<file path="src/rtl/id_exe_pkg.sv">
// Shared widths, payload layout and ALU opcode encodings for the ID->EXE stage.
// Payload order (MSB first): rdata1, rdata2, imm, opcode, alusrc, memwrite,
// memtoreg, writeenable, waddr, branch, unconditional_branch, PC, INST.
package id_exe_pkg;

    localparam int DEF_DSIZE  = 16;
    localparam int DEF_ASIZE  = 4;
    localparam int DEF_ISIZE  = 16;
    localparam int DEF_OPSIZE = 3;

    function automatic int payload_w(input int dsize, input int asize,
                                     input int isize, input int opsize);
        // four data-wide fields, six single-bit controls
        return 4 * dsize + opsize + asize + isize + 6;
    endfunction

    localparam int PAYLOAD_W = payload_w(DEF_DSIZE, DEF_ASIZE, DEF_ISIZE, DEF_OPSIZE);

    localparam logic [DEF_OPSIZE-1:0] OP_ADD = 3'd0;
    localparam logic [DEF_OPSIZE-1:0] OP_SUB = 3'd1;
    localparam logic [DEF_OPSIZE-1:0] OP_AND = 3'd2;
    localparam logic [DEF_OPSIZE-1:0] OP_OR  = 3'd3;
    localparam logic [DEF_OPSIZE-1:0] OP_XOR = 3'd4;
    localparam logic [DEF_OPSIZE-1:0] OP_SLT = 3'd5;
    localparam logic [DEF_OPSIZE-1:0] OP_SLL = 3'd6;
    localparam logic [DEF_OPSIZE-1:0] OP_SRL = 3'd7;

endpackage

</file>
<file path="src/rtl/elastic_slot.sv">
// One buffer entry: payload register plus valid bit. Priority rst > clear > load;
// reset also zeroes the payload so downstream fields read 0 after reset.
module elastic_slot
    import id_exe_pkg::*;
#(
    parameter int W = PAYLOAD_W
) (
    input  logic         clk,
    input  logic         rst,
    input  logic         clear,
    input  logic         load,
    input  logic [W-1:0] d,
    output logic         valid,
    output logic [W-1:0] q
);

    always_ff @(posedge clk) begin
        if (rst) begin
            valid <= 1'b0;
            q     <= '0;
        end else if (clear) begin
            valid <= 1'b0;
        end else if (load) begin
            valid <= 1'b1;
            q     <= d;
        end
    end

endmodule

</file>
<file path="src/rtl/id_exe_elastic_stage.sv">
// Elastic ID->EXE register: main entry feeds EXE, skid entry absorbs the one
// instruction accepted while EXE stalls, so in_ready depends only on registered state.
module id_exe_elastic_stage
    import id_exe_pkg::*;
#(
    parameter int DSIZE  = DEF_DSIZE,
    parameter int ASIZE  = DEF_ASIZE,
    parameter int ISIZE  = DEF_ISIZE,
    parameter int OPSIZE = DEF_OPSIZE,
    parameter int CNTW   = 16
) (
    input  logic              clk,
    input  logic              rst,
    input  logic              in_valid,
    output logic              in_ready,
    input  logic              flush,
    output logic              out_valid,
    input  logic              out_ready,
    input  logic [DSIZE-1:0]  rdata1_in,
    output logic [DSIZE-1:0]  rdata1_out,
    input  logic [DSIZE-1:0]  rdata2_in,
    output logic [DSIZE-1:0]  rdata2_out,
    input  logic [DSIZE-1:0]  imm_in,
    output logic [DSIZE-1:0]  imm_out,
    input  logic [OPSIZE-1:0] opcode_in,
    output logic [OPSIZE-1:0] opcode_out,
    input  logic              alusrc_in,
    output logic              alusrc_out,
    input  logic              memwrite_in,
    output logic              memwrite_out,
    input  logic              memtoreg_in,
    output logic              memtoreg_out,
    input  logic              writeenable_in,
    output logic              writeenable_out,
    input  logic [ASIZE-1:0]  waddr_in,
    output logic [ASIZE-1:0]  waddr_out,
    input  logic              branch_in,
    output logic              branch_out,
    input  logic              unconditional_branch_in,
    output logic              unconditional_branch_out,
    input  logic [DSIZE-1:0]  PC_in,
    output logic [DSIZE-1:0]  PC_out,
    input  logic [ISIZE-1:0]  INST_in,
    output logic [ISIZE-1:0]  INST_out,
    output logic [CNTW-1:0]   stall_cnt
);

    localparam int PW = payload_w(DSIZE, ASIZE, ISIZE, OPSIZE);
    localparam logic [CNTW-1:0] CNT_MAX = '1;

    logic [PW-1:0] pack_in, main_d, main_q, skid_q;
    logic          main_valid, skid_valid;
    logic          accept, fire;
    logic          main_load, main_clear, skid_load, skid_clear;
    logic          memwrite_raw, writeenable_raw, branch_raw, ubranch_raw;

    assign pack_in = {rdata1_in, rdata2_in, imm_in, opcode_in, alusrc_in, memwrite_in,
                      memtoreg_in, writeenable_in, waddr_in, branch_in,
                      unconditional_branch_in, PC_in, INST_in};

    assign in_ready  = !skid_valid && !rst;
    assign out_valid = main_valid;
    assign accept    = in_valid && in_ready;
    assign fire      = main_valid && out_ready;

    // Skid is always older than the incoming word, so it has first claim on main.
    assign main_d     = skid_valid ? skid_q : pack_in;
    assign main_load  = (fire && skid_valid) || (accept && (!main_valid || fire));
    assign main_clear = flush || (fire && !skid_valid && !accept);
    assign skid_load  = accept && main_valid && !fire;
    assign skid_clear = flush || (fire && skid_valid);

    elastic_slot #(.W(PW)) u_main (
        .clk   (clk),
        .rst   (rst),
        .clear (main_clear),
        .load  (main_load),
        .d     (main_d),
        .valid (main_valid),
        .q     (main_q)
    );

    elastic_slot #(.W(PW)) u_skid (
        .clk   (clk),
        .rst   (rst),
        .clear (skid_clear),
        .load  (skid_load),
        .d     (pack_in),
        .valid (skid_valid),
        .q     (skid_q)
    );

    assign {rdata1_out, rdata2_out, imm_out, opcode_out, alusrc_out, memwrite_raw,
            memtoreg_out, writeenable_raw, waddr_out, branch_raw, ubranch_raw,
            PC_out, INST_out} = main_q;

    // Side-effecting controls must not leak out of a bubble.
    assign memwrite_out             = memwrite_raw    && main_valid;
    assign writeenable_out          = writeenable_raw && main_valid;
    assign branch_out               = branch_raw      && main_valid;
    assign unconditional_branch_out = ubranch_raw     && main_valid;

    always_ff @(posedge clk) begin
        if (rst) begin
            stall_cnt <= '0;
        end else if (main_valid && !out_ready && stall_cnt != CNT_MAX) begin
            stall_cnt <= stall_cnt + 1'b1;
        end
    end

endmodule

</file>
<file path="config.mk">
export PLATFORM = sky130hd
export DESIGN_NAME = id_exe_elastic_stage
export DESIGN_NICKNAME = d
export VERILOG_FILES = /design/src/rtl/id_exe_pkg.sv /design/src/rtl/elastic_slot.sv /design/src/rtl/id_exe_elastic_stage.sv
export SDC_FILE = /design/constraint.sdc
export NUM_CORES = 1
export LEC_CHECK = 0
export CORE_MARGIN = 3
export CORE_UTILIZATION = 45
export DETAILED_ROUTE_END_ITERATION = 6
export PLACE_DENSITY = 0.77
export SLEW_MARGIN = 20
export SYNTH_ARGS = -nofsm -noshare
export SYNTH_HDL_FRONTEND = slang
export SYNTH_SLANG_ARGS = --single-unit
</file>
<file path="constraint.sdc">
create_clock -name clk -period 1.9 [get_ports clk]
set_input_delay 0.38 -clock clk [delete_from_list [all_inputs] [get_ports clk]]
set_output_delay 0.38 -clock clk [all_outputs]
set_load 0.01 [all_outputs]
</file>
# Word-level counts from Yosys, hierarchy flattened
# Cells that the tools add are included.
# classes
n_mul	0
mux	1
shifts	0
n_bitwise	2
n_reduce_logical	29
order_cmp	0
n_eq_ne	1
add_sub_neg	1
div	0
# op_table
op	count
93-bit 2-to-1 mux	1
16-bit by 1-bit adder with 16-bit output, second input constant	1
16-bit inequality test, second input constant	1
1-bit logical AND	15
1-bit zero test	6
1-bit logical OR	4
2-bit AND reduction	2
2-bit OR reduction	2
1-bit inverter	2
# totals
memories	0
in_bits	98
latch_bits	0
out_inout_bits	111
register_bits	204
romBits	0
mem_bits_rw	0
wordCells	39

# Depth between registers and ports, before layout
# Gate-level depths: netlist (run 1).
# depth
word_depth	8
depth_mapped	7
mapped_depth_nobuf	5

# Hierarchy
# A second synthesis (run 1) with hierarchy kept.
# unflattened
hier_cells	1059
hier_area_um2	11157.0
# by_module_without_submodules
module	seq_area_each_um2	area_each_um2	instances	cells_per_inst
elastic_slot	1881.8	4583.1	2	426
id_exe_elastic_stage	320.3	1990.7	1	207

# Worst setup path before layout (run 1)
# OpenSTA, ideal clock, no wires.
# synth_path
path_type	register -> register
start	register stall_cnt[0]
end	register stall_cnt[0]
setup_time_ps	121
slack_ps	85
n_path_buf	1
arrival_time_ps	1694
path_stages_with_launch	7
period_less_slack_ps	1815
required_time_ps	1779
cell_sequence	dfxtp_1 > ha_1 > and4_1 > and4_1 > clkbuf_1 > a21oi_1 > mux2_2
# synth_between
elab_chain_len	2
word_cells_on_any_way	3
cone_classes	add/sub (1); eq/ne (1); reduce/logical (1)
# synth_lines
element	line_no	text
start, declared	id_exe_elastic_stage.sv:45	output logic [CNTW-1:0] stall_cnt
start signal, assigned	id_exe_elastic_stage.sv:107	stall_cnt <= stall_cnt + 1'b1;
branches (longest 2 deep; another with 16-bit by 1-bit adder with 16-bit output)	n/a	
# Parallel ways; which one is timed is not known.
# A chain may end at the register's enable or synchronous reset.

# Worst setup path after layout (run 1)
# layout_path
start	register stall_cnt[6]
end	output port stall_cnt[6]
# No word-level cell between the ends.

==> results by group, run 1 <==
Routing
  – First DRT Iteration DRCs: 220
  – Post-route ant nets: 0
  – Vias post-DR: 7,186
  – Router iterations before antenna repair: 4
  – Routed WL: approximately 21 mm
  – Avg WL per Cell: 15.0 um
  – # DRC: 0
  – Via/cell ratio: about 5.1

STA
  – Fin Setup TNS: 0 ns
  – Tcrit/Tclk final: 96.1%
  – WHS: 0.387 ns
  – Final setup vio count: 0
  – Max-slew headroom: 44.3%
  – Fmax: 548 MHz
  – Final Skew: 0.00850 ns
  – Crit path time final: 1.83 ns
  – RSZ-0062 raised after global routing: true
  – Final Max Slew Viols: 0
  – Final hold viol count: 0
  – Slew @ Worst Pin: 0.836 ns

Clock tree
  – Worst-skew pair later-pin latency: approximately 0.5 ns
  – Post_cts resized: 20
  – Clk sinks: 204
  – CTS Buf Count: 22
  – CTS Hold Buffers Added: 0
  – H-tree depth: 1
  – Clock root buffer: clkbuf_16
  – Buffer depth of the longest clock path: 3
  – Setup Fix Bufs, Post-CTS: 0
  – CTS clk-pin slew, worst paths: around 0.060 ns
  – CTS tree: built

Logic synthesis
  – EDFF count, synth: 0
  – Top-count cell post-synth: dfxtp_1
  – Cell count after synthesis: 1,025
  – Mapped Area: 0.00886 mm^2
  – Post-synth top flop: dfxtp_1
  – Share of the synthesized area in the top cell type: 46.1%
  – Yosys top cell by area: dfxtp_1
  – Yosys reg bits: ~200
  – Net count after synthesis: between 1k and 1.5k
  – Warnings, synthesis: 0
  – Post-synthesis sequential area ratio: 46.1%
  – Synth async-reset ratio: 0%
  – Synthesized area per cell: 8.64 um^2
  – Number of library cell types mapped by synthesis: 35
  – Top cells by count, synth: 204 x dfxtp_1, 192 x nand2_1, 105 x a21oi_1
  – Top post-synthesis cells by area: dfxtp_1 46%, mux2i_1 11%, nand2_1 8.1%

Pwr
  – Clock share of power: 43.9%
  – Pint: between 7 and 8 mW
  – Total Power: a little under 10 mW
  – Comb power frac: 10.1%
  – Switching part of the total power: 22.4%
  – Worst vdd ir: 0.564 mV
  – Sw power: 2.18 mW
  – Pwr Density: 845 mW/mm^2
  – LEAKAGE: 3.93 nW
  – Sequential power share: 46.0%

Cells and area
  – FF+latch area: 0.00409 mm^2
  – Fillers: 1,668
  – # nets final: 1,230
  – Core Util, Final: 60.5%
  – Layout cells sized above 1: 7.86%
  – Antenna diode count: 0
  – P&R area growth vs syn: 30.0%
  – Multi-input gate area in the final layout: about 0.0038 mm^2

Worst hold path
  – Worst Hold Launch: rst
  – WHS Path Cells: 5
  – Hold endpoint: u_skid.q[44]$_SDFFE_PP0P_
  – Type of the most critical hold path: in -> reg

Critical path
  – Startpoint Class: flop
  – Critical path's slowest cell: clkdlybuf4s50_1
  – Critical path's top delay family: buffers and inverters
  – Crit path max fanout: 4
  – Critical Path End Type: output port
  – Reg2Reg Depth: 5
  – Reg-to-Reg Start: stall_cnt[0]$_SDFFE_PP0P_
  – Reg2reg setup slack: 0.11 ns
  – CP Class: reg -> out
  – WP data required: 1.52 ns
  – Worst path cell trace: clkdlybuf4s50_1
  – Crit path buffers/inverters: 1
  – CP arrival: 1.45 ns
  – CP max stage delay: 0.59 ns
  – R2r endpoint: stall_cnt[11]$_SDFFE_PP0P_

Die
  – I/O pin total: roughly 210
  – Site Rows: 50
  – Core area: 0.0190 mm^2
  – Die width: 146 um
  – Die H: 146 um
  – Initial core utilization: roughly 47%
  – Die ar.: about 0.021 mm^2

Placed design
  – Final Wtd Congestion: 0.750
  – IO buf count: 208
  – DP HPWL: around 14 mm

Global routing
  – Total grt overflow: 0
  – Largest net degree at the start of global routing: 95
  – Initial antenna violation count: 0
  – Gr usage total: 18.6%
  – Vias in the first global route: 6,661
  – First-pass GRT wire length: 33.9 mm

Outcome
  – Status: finished, final reports clean

Run
  – Maxcap violations: 0
[state kept, by name, summed over array words and instances, names as in the netlist]
| register | cells |
|---|---|
| u_main.q | 93 |
| u_skid.q | 93 |
| stall_cnt | 16 |
| u_main.valid | 1 |
| u_skid.valid | 1 |
[cells in the final DEF (no fill, tap or decap), types with 3 or more instances in the layout]
master,netlist,final
nand2b_1,3,3
o31ai_1,4,4
and4_1,6,5
buf_4,88,25
buf_12,0,15
mux2_2,5,5
mux2i_1,94,94
clkbuf_8,0,3
and2_1,6,6
nand4_1,6,6
nand3_1,4,4
o21ai_0,5,5
dlymetal6s2s_1,0,4
or4_1,5,4
clkinv_2,0,5
inv_1,3,3
a211oi_1,94,94
nor2_1,99,99
dfxtp_1,204,201
clkdlybuf4s50_1,0,186
clkbuf_1,51,3
nor2b_1,7,7
clkbuf_16,0,23
nand2_1,192,192
dlygate4sd2_1,0,17
a21oi_1,105,104
[worst max path at each step]
| stage | startpoint | endpoint | slack (ns) | cells after the start |
|---|---|---|---|---|
| after floorplan | stall_cnt[0]$_SDFFE_PP0P_ | stall_cnt[0]$_SDFFE_PP0P_ | 0.09 | 6 |
| after CTS | stall_cnt[14]$_SDFFE_PP0P_ | stall_cnt[14] | 0.007 | 1 |
| final | stall_cnt[6]$_SDFFE_PP0P_ | stall_cnt[6] | 0.07 | 1 |
| after detailed placement | in_valid | u_main.q[34]$_SDFFE_PP0P_ | -0.37 | 7 |
| after global routing | u_main.valid$_SDFFE_PP0P_ | u_main.q[49]$_SDFFE_PP0P_ | -0.02 | 7 |
| after global placement | out_ready | u_main.q[49]$_SDFFE_PP0P_ | -0.31 | 8 |
[power groups by stage]
stage                     Sequential [mW]  Combinational, mW  Clock [mW]
after global routing                 4.49               1.06        4.58
final                                4.47              0.982        4.27
after global placement               4.57              0.971           0
after floorplan                      4.55              0.560           0
after CTS                            4.47              0.990        4.38
after detailed placement             4.57              0.987           0
[cell families (layout without fill, tap and decap cells)]
| kind of cell | Yosys count | after routing | synth area share [%] |
|---|---|---|---|
| buffers and inverters | 169 | 289 | 11.2 |
| flip-flops | 204 | 204 | 46.1 |
| adder cells (fa/ha/maj) | 1 | 1 | 0.141 |
| AO/OA/AOI/OAI | 216 | 216 | 15.5 |
| AND/OR/NAND/NOR | 336 | 336 | 15.8 |
| multiplexers | 99 | 99 | 11.3 |
[through the flow]
step	instances	worst slack [ns]	area [um^2]
4_1_cts	1405	0.00737	11500
3_3_place_gp	1367	-0.308	10800
6_report	1405	0.0735	11500
5_1_grt	1405	-0.0209	11500
2_1_floorplan	1025	0.0853	8860
3_5_place_dp	1367	-0.365	10800
[cell type report]
| type | count | area share [%] |
|---|---|---|
| multi-input cells | 652 | 33.0 |
| clock inverters | 9 | 0.891 |
| clock buffers | 29 | 5.45 |
| well taps | 260 | 2.83 |
| repair buffers | 248 | 22.2 |
| inverters | 3 | 0.0978 |
| flip-flops and latches | 204 | 35.5 |
[routing by layer]
layer	share of wire [%]	vias up	global-route usage, %
met5	0	-	0
met4	2.4	0	5.22
met3	4.7	34	3.88
met2	49	158	31.9
met1	44	3336	23.9
li1	-	3658	-
No activity file was read; power rests on OpenSTA's default activity.
==> inputs of run 2 (changes only) <==
--- a/config.mk
+++ b/config.mk
@@ -8,7 +8,7 @@
 export CORE_MARGIN = 3
 export CORE_UTILIZATION = 45
 export DETAILED_ROUTE_END_ITERATION = 6
-export PLACE_DENSITY = 0.77
+export PLACE_DENSITY = 0.79
 export SLEW_MARGIN = 20
 export SYNTH_ARGS = -nofsm -noshare
 export SYNTH_HDL_FRONTEND = slang
==> run 2 against run 1 <==
Net effect: via count is 0.96% higher; wire length rose by 0.45%; final cell count rose by 0.50%; global-route usage up 0.33 points; core utilization hardly changed; first-iteration DRC count rose by 29%; critical endpoint is now branch_out; hold slack worse by 0.039 ns; highest routed layer unchanged; count of clock-buffer cells in the layout up 5.
==> results by group, run 2 (synthesized netlist as in run 1, its figures left out) <==
Outcome
  – Status: finished, final reports clean

Critical path
  – Reg2Reg Depth: 5
  – Reg-to-Reg Start: stall_cnt[1]$_SDFFE_PP0P_
  – WP data required: 1.52 ns
  – CP max stage delay: roughly 0.34 ns
  – Critical Path End Type: output port
  – Critical path's top delay family: buffers and inverters
  – Startpoint Class: flop
  – Crit path buffers/inverters: 2
  – Critical path's slowest cell: dfxtp_1
  – Reg2reg setup slack: 0.14 ns
  – CP Class: reg -> out
  – Crit path launch: u_main.valid$_SDFFE_PP0P_
  – WP depth: 3
  – Crit path max fanout: 9
  – Worst path cell trace: buf_4 -> and2_1 -> dlygate4sd2_1
  – Critical Path Sink: branch_out
  – CP arrival: 1.42 ns
  – R2r endpoint: stall_cnt[11]$_SDFFE_PP0P_

Clock tree
  – CTS Buf Count: 22
  – Setup Fix Bufs, Post-CTS: 0
  – CTS tree: built
  – CTS clk-pin slew, worst paths: ~0.060 ns
  – Clock root buffer: clkbuf_16
  – H-tree depth: 1
  – Buffer depth of the longest clock path: 3
  – CTS Hold Buffers Added: 0
  – Worst-skew pair later-pin latency: slightly below 0.5 ns
  – Clk sinks: 204

Cells and area
  – Core Util, Final: 60.6%
  – Commonest non-fill, non-tap cell in the layout: dfxtp_1
  – Regs by FF count: u_main.q x93, u_skid.q x93, stall_cnt x16
  – Multi-input gate area in the final layout: 0.00380 mm^2
  – FF+latch area: 0.00409 mm^2
  – Layout cells sized above 1: 8.25%
  – Antenna diode count: 0
  – P&R area growth vs syn: 30.1%
  – # nets final: about 1.2k
  – Fillers: approximately 1.6k
  – Leading cell types in the layout, fill and taps excluded: 202 x dfxtp_1, 192 x nand2_1, 185 x clkdlybuf4s50_1

Placed design
  – DP HPWL: 14.3 mm
  – Final Wtd Congestion: 0.774
  – IO buf count: 208

Pwr
  – Worst vdd ir: 0.518 mV
  – Pwr Density: 844 mW/mm^2
  – Comb power frac: 10.1%
  – Sequential power share: 46.0%
  – Pint: 7.57 mW
  – LEAKAGE: 3.95 nW
  – Clock share of power: 43.8%
  – Sw power: 2.16 mW
  – Switching part of the total power: 22.2%

Die
  – Site Rows: 50
  – Core area: 0.0190 mm^2
  – I/O pin total: about 210
  – Die H: 146 um
  – Initial core utilization: 46.6%
  – Die width: 146 um
  – Die ar.: 0.0214 mm^2

STA
  – Max-slew headroom: 49.4%
  – Final setup vio count: 0
  – Crit path time final: 1.80 ns
  – Final Max Slew Viols: 0
  – RSZ-0062 raised after global routing: false
  – Tcrit/Tclk final: between 90% and 100%
  – Final Skew: between 0.01 and 0.015 ns
  – Final hold viol count: 0
  – Slew @ Worst Pin: 0.759 ns
  – Fin Setup TNS: 0 ns
  – Fmax: 556 MHz

Global routing
  – Total grt overflow: 0
  – Vias in the first global route: 6,942
  – Initial antenna violation count: 0
  – Gr usage total: between 10% and 20%
  – First-pass GRT wire length: 34.6 mm
  – Largest net degree at the start of global routing: 131

Routing
  – Post-route ant nets: 0
  – # DRC: 0
  – First DRT Iteration DRCs: about 280
  – Avg WL per Cell: 14.9 um
  – Router iterations before antenna repair: 5
  – Routed WL: 21.1 mm
  – Vias post-DR: just over 7k
  – Via/cell ratio: 5.14

Worst hold path
  – Type of the most critical hold path: in -> reg

Run
  – Maxcap violations: 0
## run 2: cell count changes in the layout (fill, tap and decap cells not counted), sizes merged, moves of 2 or more
cell,delta
clkinv,-3
clkbuf,+5
dlygate4sd2,+2
buf,+6
## run 2: cell type report
cell class | instances | share of cell area (%)
multi-input combinational | 652 | 33.0
inverter | 3 | 0.0977
sequential | 204 | 35.5
clock buffer | 34 | 5.96
clock inverter | 5 | 0.434
tap | 260 | 2.82
timing repair buffer | 254 | 22.2
## run 2: power groups by stage
stage          Sequential, mW  Combinational (mW)  Clock (mW)
2_1_floorplan            4.55               0.560           0
3_3_place_gp             4.57               0.973           0
3_5_place_dp             4.57               0.991           0
4_1_cts                  4.48               0.994        4.37
5_1_grt                  4.49                1.07        4.54
6_report                 4.47               0.987        4.26
## run 2: worst min-delay path: cells and delay by family
| kind | cells | cell delay, ns |
|---|---|---|
| compound gates | 1 | 0.07 |
| buf+inv | 2 | 0.34 |
## run 2: through the flow
stage                     area, um^2  setup slack [ns]  std cells  power [mW]  hold WS (ns)
after floorplan                 8860            0.0853       1025        5.11         0.436
after global placement         10800            -0.236       1373        5.54         0.441
after detailed placement       10800            -0.342       1373        5.56         0.446
after CTS                      11500            0.0125       1412        9.84         0.324
after global routing           11500            0.0106       1412        10.1         0.352
final                          11500             0.101       1412        9.73         0.348
## run 2: how the worst min path moves through the flow
stage / startpoint / to / cells past startpoint
CTS: rst / u_skid.q[51]$_SDFFE_PP0P_ / 3
floorplan: u_skid.q[0]$_SDFFE_PP0P_ / u_skid.q[0]$_SDFFE_PP0P_ / 2
global route: rst / u_skid.q[51]$_SDFFE_PP0P_ / 3
finish: rst / u_skid.q[51]$_SDFFE_PP0P_ / 3
global placement: u_skid.q[82]$_SDFFE_PP0P_ / u_skid.q[82]$_SDFFE_PP0P_ / 2
detailed placement: u_skid.q[26]$_SDFFE_PP0P_ / u_skid.q[26]$_SDFFE_PP0P_ / 2
## run 2: per-layer routing
layer | up-vias | GRT usage, % | part of all wire (%)
met5 | - | 0 | 0
met1 | 3365 | 23.6 | 44
li1 | 3663 | - | -
met2 | 188 | 32.6 | 48
met4 | 0 | 6.11 | 3.0
met3 | 39 | 4.28 | 5.5
## run 2: timing repair
action,CTS,global route
cloned,0,0
setup endpoints to repair,19,5
resized for setup,20,5
==> inputs of run 3 (changes only) <==
==> constraint.sdc (replaced) <==
create_clock -name clk -period 2 [get_ports clk]
set_input_delay 0.4 -clock clk [delete_from_list [all_inputs] [get_ports clk]]
set_output_delay 0.4 -clock clk [all_outputs]
set_load 0.01 [all_outputs]
==> run 3 against run 2 <==
Net effect: sequential share of layout area grew 0.31 points; register-to-register slack lost 0.02 ns; global-route usage is essentially flat; critical path depth shrank 2; final area shrank 0.78%; non-clock buffer count shrank 12.
==> results by group, run 3 (synthesized netlist as in run 1, its figures left out) <==
Outcome
  – Status: finished, final reports clean

Critical path
  – Crit path launch: stall_cnt[13]$_SDFFE_PP0P_
  – CP max stage delay: 0.63 ns
  – Crit path buffers/inverters: 1
  – Critical path's slowest cell: clkdlybuf4s50_1
  – R2r endpoint: stall_cnt[11]$_SDFFE_PP0P_
  – CP arrival: about 1.5 ns
  – Reg2Reg Depth: 5
  – Worst path cell trace: clkdlybuf4s50_1
  – Critical path's top delay family: buffers and inverters
  – Critical Path End Type: output port
  – Crit path max fanout: 6
  – Reg-to-Reg Start: stall_cnt[1]$_SDFFE_PP0P_
  – Reg2reg setup slack: 0.12 ns
  – CP Class: reg -> out
  – Startpoint Class: flop
  – WP data required: 1.60 ns

Worst hold path
  – WHS Path Cells: 2
  – Hold endpoint: u_skid.q[43]$_SDFFE_PP0P_
  – Worst Hold Launch: rst
  – Type of the most critical hold path: in -> reg

Cells and area
  – Design area: 0.0114 mm^2
  – Antenna diode count: 0
  – Layout cells sized above 1: about 7.1%
  – Fillers: roughly 1.7k
  – Finished Layout Cells: 1,401
  – # nets final: 1,224
  – Core Util, Final: about three fifths
  – Multi-input gate area in the final layout: 0.00379 mm^2
  – P&R area growth vs syn: 29.1%
  – Leading cell types in the layout, fill and taps excluded: 201 x dfxtp_1, 198 x clkdlybuf4s50_1, 192 x nand2_1
  – Commonest non-fill, non-tap cell in the layout: dfxtp_1
  – FF+latch area: 0.00409 mm^2
  – Regs by FF count: u_main.q x93, u_skid.q x93, stall_cnt x16

Routing
  – First DRT Iteration DRCs: 282
  – Via/cell ratio: 5.15
  – Vias post-DR: between 7k and 8k
  – Routed WL: 21.3 mm
  – Avg WL per Cell: 15.2 um
  – Router iterations before antenna repair: 4
  – Post-route ant nets: 0
  – # DRC: 0

STA
  – Max-slew headroom: about 51%
  – Final hold viol count: 0
  – Final setup vio count: 0
  – Final Max Slew Viols: 0
  – Final Skew: 0.0177 ns
  – Fmax: 514 MHz
  – Crit path time final: roughly 1.9 ns
  – WHS: roughly 0.13 ns
  – Slew @ Worst Pin: 0.742 ns
  – Tcrit/Tclk final: 97.2%
  – RSZ-0062 raised after global routing: false
  – Worst setup margin: 0.0550 ns

Die
  – I/O pin total: 209
  – Initial core utilization: between 40 and 50%
  – Die width: 146 um
  – Site Rows: 50
  – Core area: between 0.015 and 0.02 mm^2
  – Die H: around 150 um
  – Die ar.: approximately 0.021 mm^2

Clock tree
  – H-tree depth: 1
  – Clock root buffer: clkbuf_16
  – Buffer depth of the longest clock path: 3
  – CTS tree: built
  – Worst-skew pair later-pin latency: roughly 0.5 ns
  – CTS Buf Count: 22
  – CTS clk-pin slew, worst paths: 0.06 ns
  – Clk sinks: 204

Global routing
  – Gr usage total: 19.0%
  – Largest net degree at the start of global routing: 155
  – Vias in the first global route: 6,952
  – Initial antenna violation count: 0
  – First-pass GRT wire length: 34.4 mm
  – Total grt overflow: 0

Placed design
  – Pre-CTS setup slack: -0.239 ns
  – Placed Area: 0.0107 mm^2
  – IO buf count: 208
  – DP HPWL: about 14 mm
  – Placed cells: 1,361
  – Final Wtd Congestion: 0.791

Pwr
  – Worst vdd ir: 0.563 mV
  – LEAKAGE: about 3.8 nW
  – Pwr Density: a little over 800 mW/mm^2

Run
  – Maxcap violations: 0
==> run 3: cell types whose count changed in the layout (fill, tap and decap cells not counted), sizes merged <==
cell	delta
dlygate4sd2	-15
buf	-12
clkdlybuf4s50	+13
dlymetal6s2s	+2
clkbuf	+1
==> run 3: what timing repair did <==
item / 4_1_cts / 5_1_grt
buffers inserted: 0 / 0
endpoints found under the setup margin: 5 / 7
hold buffers: 0 / 0
resized for setup: 5 / 7
==> run 3: stage by stage <==
stage | total power, mW | setup TNS (ns)
after floorplan | 4.85 | 0
after global routing | 9.58 | 0
after CTS | 9.32 | 0
final | 9.22 | 0
after detailed placement | 5.27 | -24.42
after global placement | 5.25 | -15.84
==> run 3: worst max path at each step <==
| stage | to | slack, ns | cells past startpoint |
|---|---|---|---|
| after floorplan | stall_cnt[0]$_SDFFE_PP0P_ | 0.19 | 6 |
| after global placement | u_main.q[73]$_SDFFE_PP0P_ | -0.15 | 7 |
| after detailed placement | u_main.q[76]$_SDFFE_PP0P_ | -0.24 | 8 |
| after CTS | stall_cnt[9] | 0.02 | 1 |
| after global routing | stall_cnt[15] | 0.009 | 1 |
| final | stall_cnt[13] | 0.06 | 1 |
==> run 3: area by class of cell <==
class                   count  area share (%)
flip-flops and latches    204            35.8
inverters                   3          0.0985
repair buffers            242            21.7
multi-input cells         652            33.1
clock inverters             5           0.438
clock buffers              35            5.95
well taps                 260            2.85
==> run 3: where the power goes <==
part / switching [mW] / total, mW / internal (mW) / leakage, nW
combinational: 0.414 / 0.931 / 0.517 / 1.81
sequential: 0.0685 / 4.25 / 4.18 / 1.66
clock: 1.59 / 4.04 / 2.46 / 0.363
total: 2.07 / 9.22 / 7.15 / 3.83
==> run 3: routing by layer <==
layer	vias to the layer above	GRT usage [%]	routed length (um)
met5	-	0	0
met4	0	6.59	718
met3	52	4.19	1350
met2	210	32.9	10100
met1	3326	23.3	9110
li1	3631	-	-
